### config.mk
export PLATFORM = sky130hd
export DESIGN_NAME = huffman_decode
export DESIGN_NICKNAME = d
export VERILOG_FILES = /design/src/rtl/huffman_decode.sv
export SDC_FILE = /design/constraint.sdc
export NUM_CORES = 1
export LEC_CHECK = 0
export CAP_MARGIN = 20
export CORE_ASPECT_RATIO = 0.9
export CORE_MARGIN = 2
export CORE_UTILIZATION = 60
export CTS_BUF_LIST = sky130_fd_sc_hd__clkbuf_8
export DETAILED_ROUTE_END_ITERATION = 7
export PLACE_DENSITY = 0.86
export RECOVER_POWER = 100
export SLEW_MARGIN = 20
export SYNTH_ARGS = -nofsm -noshare
export SYNTH_HDL_FRONTEND = slang
export SYNTH_SLANG_ARGS = --single-unit
### constraint.sdc
create_clock -name CLK -period 9.3 [get_ports CLK]
set_clock_uncertainty 0.15 [all_clocks]
set_input_delay 1.86 -clock CLK [delete_from_list [all_inputs] [get_ports CLK]]
set_output_delay 1.86 -clock CLK [all_outputs]
set_load 0.05 [all_outputs]
### src/rtl/huffman_decode.sv
// Captures canonical (codeword, symbol) pairs into a 16-entry table, then decodes a serial bitstream into symbols.
// Optional HUFF_DECODE_STATS_EN adds a saturating sym_count output.
module huffman_decode #(
   parameter int SYM_W  = 4,
   parameter int CODE_W = 16
) (
   input  logic              CLK,
   input  logic              Reset,
   input  logic              EN,
   input  logic              clear,
   input  logic [CODE_W-1:0] tbl_code,
   input  logic [SYM_W-1:0]  tbl_sym,
   input  logic              tbl_valid,
   input  logic              tbl_done,
   input  logic              bit_in,
   input  logic              bit_valid,
   output logic              bit_ready,
   output logic [SYM_W-1:0]  sym_out,
   output logic              sym_valid,
   output logic              err
`ifdef HUFF_DECODE_STATS_EN
   ,
   output logic [15:0]       sym_count
`endif
);

   // state  | meaning
   // LOAD   | capturing table entries from the tree builder
   // DECODE | shifting stream bits into acc, matching against the table
   // ERROR  | empty table or over-long codeword; waits for Reset/clear
   typedef enum logic [1:0] {LOAD, DECODE, ERROR} state_t;

   localparam int DEPTH = 2**SYM_W;

   state_t              state;
   logic [CODE_W-1:0]   entry [DEPTH];
   logic [DEPTH-1:0]    ent_vld;
   logic [CODE_W-1:0]   acc;
   logic [CODE_W-1:0]   nxt;
   logic                hit;
   logic [SYM_W-1:0]    hit_sym;
   logic                code_legal;
   logic                any_valid;
   logic                flush;
   logic                tbl_wr;

   assign flush      = !Reset || (EN && clear);
   assign code_legal = tbl_code > CODE_W'(1);
   assign any_valid  = (|ent_vld) || (tbl_valid && code_legal);
   assign tbl_wr     = Reset && EN && !clear && (state == LOAD) && tbl_valid && code_legal;
   assign bit_ready  = (state == DECODE);

   // acc carries a leading sentinel 1, so nxt compares directly against sentinel-encoded entries
   always_comb begin
      nxt     = {acc[CODE_W-2:0], bit_in};
      hit     = 1'b0;
      hit_sym = '0;
      for (int i = DEPTH-1; i >= 0; i--) begin
         if (ent_vld[i] && (entry[i] == nxt)) begin
            hit     = 1'b1;
            hit_sym = SYM_W'(i);
         end
      end
   end

   always_ff @(posedge CLK) begin
      if (tbl_wr) entry[tbl_sym] <= tbl_code;
   end

   always_ff @(posedge CLK) begin
      if (flush) begin
         state     <= LOAD;
         ent_vld   <= '0;
         acc       <= CODE_W'(1);
         sym_out   <= '0;
         sym_valid <= 1'b0;
         err       <= 1'b0;
`ifdef HUFF_DECODE_STATS_EN
         sym_count <= '0;
`endif
      end else if (!EN) begin
         sym_valid <= 1'b0;
      end else begin
         sym_valid <= 1'b0;
         case (state)
            LOAD: begin
               if (tbl_wr) ent_vld[tbl_sym] <= 1'b1;
               if (tbl_done) begin
                  if (any_valid) begin
                     state <= DECODE;
                  end else begin
                     state <= ERROR;
                     err   <= 1'b1;
                  end
               end
            end
            DECODE: begin
               if (bit_valid) begin
                  if (hit) begin
                     acc       <= CODE_W'(1);
                     sym_out   <= hit_sym;
                     sym_valid <= 1'b1;
`ifdef HUFF_DECODE_STATS_EN
                     if (sym_count != 16'hFFFF) sym_count <= sym_count + 16'd1;
`endif
                  end else if (nxt[CODE_W-1]) begin
                     state <= ERROR;
                     err   <= 1'b1;
                  end else begin
                     acc <= nxt;
                  end
               end
            end
            default: ;
         endcase
      end
   end

endmodule

==> run summary, run 1 <==
CTS Root Cell - clkbuf_8
Power Dens Cells - 172.8 nW/um^2
Nets - 1105
Commonest cells post-synth - 256 x edfxtp_1, 141 x xor2_1, 112 x xnor2_1, 55 x nor4_1, 45 x nor2_1
Layout cells sized above 1 - 0.07451
DPL Wire Length - 21.56 mm
Number of global-route vias before repair - 9013
Yosys Warn Count - 0
HP Start - err
Clock transition at the registers of the reported paths - 60 ps
Async SR Flop Fraction - 0
WHS Endpoint - err
Die area - 23590 sq um
Initial antenna violation count - 0
Worst r2r path cells - 9
Count leader, synth - edfxtp_1
Hold_buf cts - 0
Diodes inserted - 0
Ranking of synthesized cells by area - edfxtp_1 57%, xor2_1 9.2%, xnor2_1 7.3%
Multi-input gate area - 4559 sq um
Post-synth top area share - 0.5727
Largest net degree at the start of global routing - 29
CORE AREA - 21820 sq um
Synth cell types - 53
Worst hold path depth - 2
Synth area leader - edfxtp_1
H-tree levels - 2
DR iter-0 viols - 1235
Port Buf Inserts - 34
Post-DRT Antenna Nets - 0
RSZ-0062 raised after global routing - false
Syn_area_per_cell - 13.53 sq um
CTS sink count - 295
1st-pass router iterations - 6
Post-place setup slack - 3880 ps
Cts bufs inserted - 47
Peak VDD IR - 0.0001467 V
Crit path max fanout - 17
Final min period - 6491 ps
Placer Congestion - 0.9837
CP arrival - 6500 ps
Critical Path RT - 9310 ps
Setup violators final - 0
Measured slew at the worst slew-check pin - 2352 ps
Initial Util - 0.6151
Post-Syn Area - 13420 sq um
Non-Filler Instances - 1405
DRC - 0
Worst hold-check path type - flop to flop
Yosys reg bits - 295
CTS tree - done
Placed Instances - 1319
Hold Vio Cnt, Final - 0
Global-route wire length before repair - 52.58 mm
Total congestion overflow - 0
Max-Slew Margin vs Limit - -0.5803
IO Count - 35
Overall power - 2.574 mW
Instance count of the mapped netlist - 992
Die X - 161.7 microns
Achievable frequency - 0.1541 GHz
# resized after CTS - 0
Clock buffer depth - 3
LEAKAGE - 4.941 nW
Pins Over Slew Limit - 72
Die Ht - 145.9 microns
WL/cell - 25.28 microns
Period utilization - 0.6979
Area growth syn-to-layout - 10.95%
WL final - 35.52 mm
Ys flop type - edfxtp_1
RR Endpoint - acc[7]
Status - finished with violations
CP Class - input port to flop
Final Util - 0.6824
Max-Cap Viols - 4
Number of synthesized flops with an enable pin - 256
GRT Total Usage - 0.3012
Fillcell total - 1552
Routed vias/inst - 6.370
Critical Path Start Type - input port
Reg-to-Reg Start - acc[10]
Crit. End Element - flop
Register area - 8468 sq um
Setup Fix Bufs, Post-CTS - 0
Vias - 8950
Worst skew pair latency - 580 ps
Rows - 51
Failing checks - max-capacitance violations, max-slew violations
Syn_nets - 1020
Reg2reg setup slack - 4950 ps
Final worst-path setup slack - 2809 ps
Setup TNS - 0 ps
Post-synthesis sequential area ratio - 0.6309
==> routing by layer <==
layer | wire (microns) | part of all wire | global-route usage
met1 | 13010 | 0.37 | 0.4015
met2 | 16590 | 0.47 | 0.4756
met3 | 4097 | 0.12 | 0.05842
met4 | 1815 | 0.051 | 0.1535
met5 | 0 | 0 | 0
==> worst max-delay path by stage <==
stage	start	endpoint	slack [ps]	cells past startpoint
after global placement	tbl_code[13]	entry[3][14]	3880	9
final	tbl_code[13]	entry[0][0]	2810	9
after floorplan	tbl_code[6]	entry[0][0]	4830	7
after global routing	bit_in	acc[0]	2660	10
after CTS	tbl_code[11]	entry[5][15]	4420	9
after detailed placement	tbl_code[13]	entry[5][15]	3880	9
==> registers in the layout, summed over array words and instances (netlist names) <==
signal,count
entry,256
ent_vld,16
acc,15
sym_out,4
state,2
err,1
sym_valid,1
==> placed cells by master, fill, tap and decap left out, drive strengths merged, types with 10 or more instances in the layout <==
master | synthesis | layout
clkdlybuf4s50 | 0 | 10
inv | 18 | 35
nor4 | 56 | 56
clkbuf | 5 | 73
or4 | 16 | 16
nor3 | 23 | 23
nor2 | 46 | 46
buf | 34 | 16
xor2 | 141 | 141
nand2b | 10 | 10
o22ai | 19 | 19
nand2 | 42 | 42
nand4 | 36 | 36
clkinv | 0 | 18
nand4b | 13 | 13
nand3 | 32 | 32
edfxtp | 256 | 256
xnor2 | 115 | 115
dfxtp | 39 | 39
dlygate4sd3 | 0 | 24
==> where the power goes <==
group | total, mW | leakage, nW | internal, mW | switching [mW]
Clock | 1.06 | 0.503 | 0.539 | 0.517
Combinational | 0.0753 | 1.82 | 0.0192 | 0.0560
Sequential | 1.44 | 2.62 | 1.44 | 0.00174
Total | 2.57 | 4.94 | 2.00 | 0.575
==> final cells by class <==
cell class                      count  share of cell area
Clock buffer                       48             0.04436
Clock inverter                     38             0.01470
Inverter                           18            0.004537
Multi-Input combinational cell    640              0.3061
Sequential cell                   295              0.5686
Tap cell                          291             0.02445
Timing Repair Buffer               75             0.03722
==> worst max-delay path, stage by stage <==
cell	delay, ps
dlygate4sd3_1	520
clkbuf_1	990
nor4_1	190
nand4_1	150
nand2_1	90
nor4_1	580
nor2b_1	350
nand2b_1	160
nor3_1	1590
==> logic make-up (layout without fill, tap and decap cells) <==
logic type / Yosys count / after routing / share of synthesized area
AOI/OAI and AO/OA: 52 / 52 / 0.02610
and+or+nand+nor: 331 / 331 / 0.1461
buffers and inverters: 57 / 179 / 0.02750
muxes: 1 / 1 / 0.0007457
xor gates and xnor gates: 256 / 256 / 0.1687
DFF: 295 / 295 / 0.6309
==> stage by stage <==
| step | hold slack [ps] | area [sq um] |
|---|---|---|
| global route | 344.1 | 14890 |
| finish | 325.8 | 14890 |
| detailed placement | 319.4 | 14170 |
| global placement | 308.6 | 14150 |
| CTS | 327.8 | 15050 |
| floorplan | 313.7 | 13420 |
No activity file was read; power rests on OpenSTA's default activity.
==> inputs of run 2 (changes only) <==
==> constraint.sdc (replaced) <==
create_clock -name CLK -period 6.5 [get_ports CLK]
set_clock_uncertainty 0.15 [all_clocks]
set_input_delay 1.3 -clock CLK [delete_from_list [all_inputs] [get_ports CLK]]
set_output_delay 1.3 -clock CLK [all_outputs]
set_load 0.05 [all_outputs]
==> run summary, run 2 (synthesized netlist as in run 1, its figures left out) <==
Status - complete, no violations
Peak VDD IR - 0.0001974 V
Register area - 8468 sq um
Routed vias/inst - 6.387
Fillcell total - 1539
IO Count - 35
Largest net degree at the start of global routing - 29
Clock transition at the registers of the reported paths - 60 ps
H-tree levels - 2
Worst hold-check path type - flop to flop
Nets - 1107
Commonest non-fill, non-tap cell in the layout - edfxtp_1
DRC - 0
CORE AREA - 21820 sq um
Post-DRT Antenna Nets - 0
Clock buffer depth - 3
Max FFs per register - 256
Die area - 23590 sq um
CTS Root Cell - clkbuf_8
Measured slew at the worst slew-check pin - 1463 ps
Multi-input gate area - 4572 sq um
Initial antenna violation count - 0
# resized after CTS - 0
Period utilization - 0.8289
GRT Total Usage - 0.3086
Largest registers - entry (256), ent_vld (16), acc (15)
Die Ht - 145.9 microns
DR iter-0 viols - 1313
CP Class - input port to flop
Number of global-route vias before repair - 8896
Critical Path Start Type - input port
Crit path max fanout - 17
Max-Cap Viols - 0
Setup violators final - 0
Achievable frequency - 0.1856 GHz
Power Dens Cells - 240.3 nW/um^2
WL final - 36.05 mm
Setup TNS - 0 ps
1st-pass router iterations - 5
Cts bufs inserted - 45
Final min period - 5388 ps
Diodes inserted - 0
Pins Over Slew Limit - 0
Crit. End Element - flop
Area growth syn-to-layout - 10.61%
Layout cells sized above 1 - 0.07616
Setup Fix Bufs, Post-CTS - 0
Vias - 8987
CP arrival - 5410 ps
Critical Path RT - 6520 ps
Global-route wire length before repair - 53.54 mm
Rows - 51
Total congestion overflow - 0
CTS sink count - 295
Die X - 161.7 microns
DPL Wire Length - 22.99 mm
WL/cell - 25.62 microns
RSZ-0062 raised after global routing - false
Placer Congestion - 0.9717
Initial Util - 0.6151
Largest Register - entry
Final Util - 0.6803
LEAKAGE - 4.899 nW
Hold_buf cts - 0
Worst skew pair latency - 570 ps
Hold Vio Cnt, Final - 0
CTS tree - done
Most frequent cells in the layout - 256 x edfxtp_1, 141 x xor2_1, 112 x xnor2_1
Max-Slew Margin vs Limit - 0.02470
Port Buf Inserts - 34
-- run 2: cell count changes in the layout (fill, tap and decap cells not counted), sizes merged --
cell,change
bufinv,-2
clkbuf,+3
clkinv,+5
inv,-4
-- run 2: path summary, 6_finish.rpt --
check         startpoint           end  slack (ps)  cells after the start
max          tbl_code[3]  entry[8][12]        1110                      8
min               acc[1]        acc[2]         320                      2
max reg2reg       acc[2]        acc[0]        1950                      8
min reg2reg       acc[1]        acc[2]         320                      2
-- run 2: layer usage --
metal	GRT usage	vias up	wire length [microns]
met2	0.4639	640	15950
li1	-	3873	-
met1	0.4303	4345	14050
met3	0.06897	129	4213
met5	0	-	0
met4	0.1487	0	1839
-- run 2: layout make-up --
| type | count | area share |
|---|---|---|
| flip-flops and latches | 295 | 0.5704 |
| multi-input cells | 640 | 0.3079 |
| clock buffers | 47 | 0.04357 |
| repair buffers | 79 | 0.03834 |
| well taps | 291 | 0.02452 |
| clock inverters | 37 | 0.01070 |
| inverters | 18 | 0.004551 |
-- run 2: where the power goes --
group | switching [mW] | internal [mW]
sequential | 0.00335 | 2.06
clock | 0.722 | 0.675
combinational | 0.0791 | 0.0274
total | 0.804 | 2.76
-- run 2: critical path, stage by stage --
cell and delay, ps:
dlygate4sd3_1 520, clkbuf_1 1060, nor3_1 140, nand4_1 180, nand2_1 100, nor4_1 740
nand3b_1 290, nor3_2 1060
-- run 2: per-stage QoR --
stage / setup slack [ps] / hold WS, ps / cells / total power, mW / instance area, sq um
2_1_floorplan: 2589 / 313.7 / 992 / 2.136 / 13420
3_3_place_gp: 1600 / 309.2 / 1323 / 2.211 / 14180
3_5_place_dp: 1452 / 315.3 / 1323 / 2.213 / 14190
4_1_cts: 2016 / 323.4 / 1407 / 3.575 / 15000
5_1_grt: 990.8 / 349.8 / 1407 / 3.658 / 14850
6_report: 1112 / 322.6 / 1407 / 3.568 / 14850
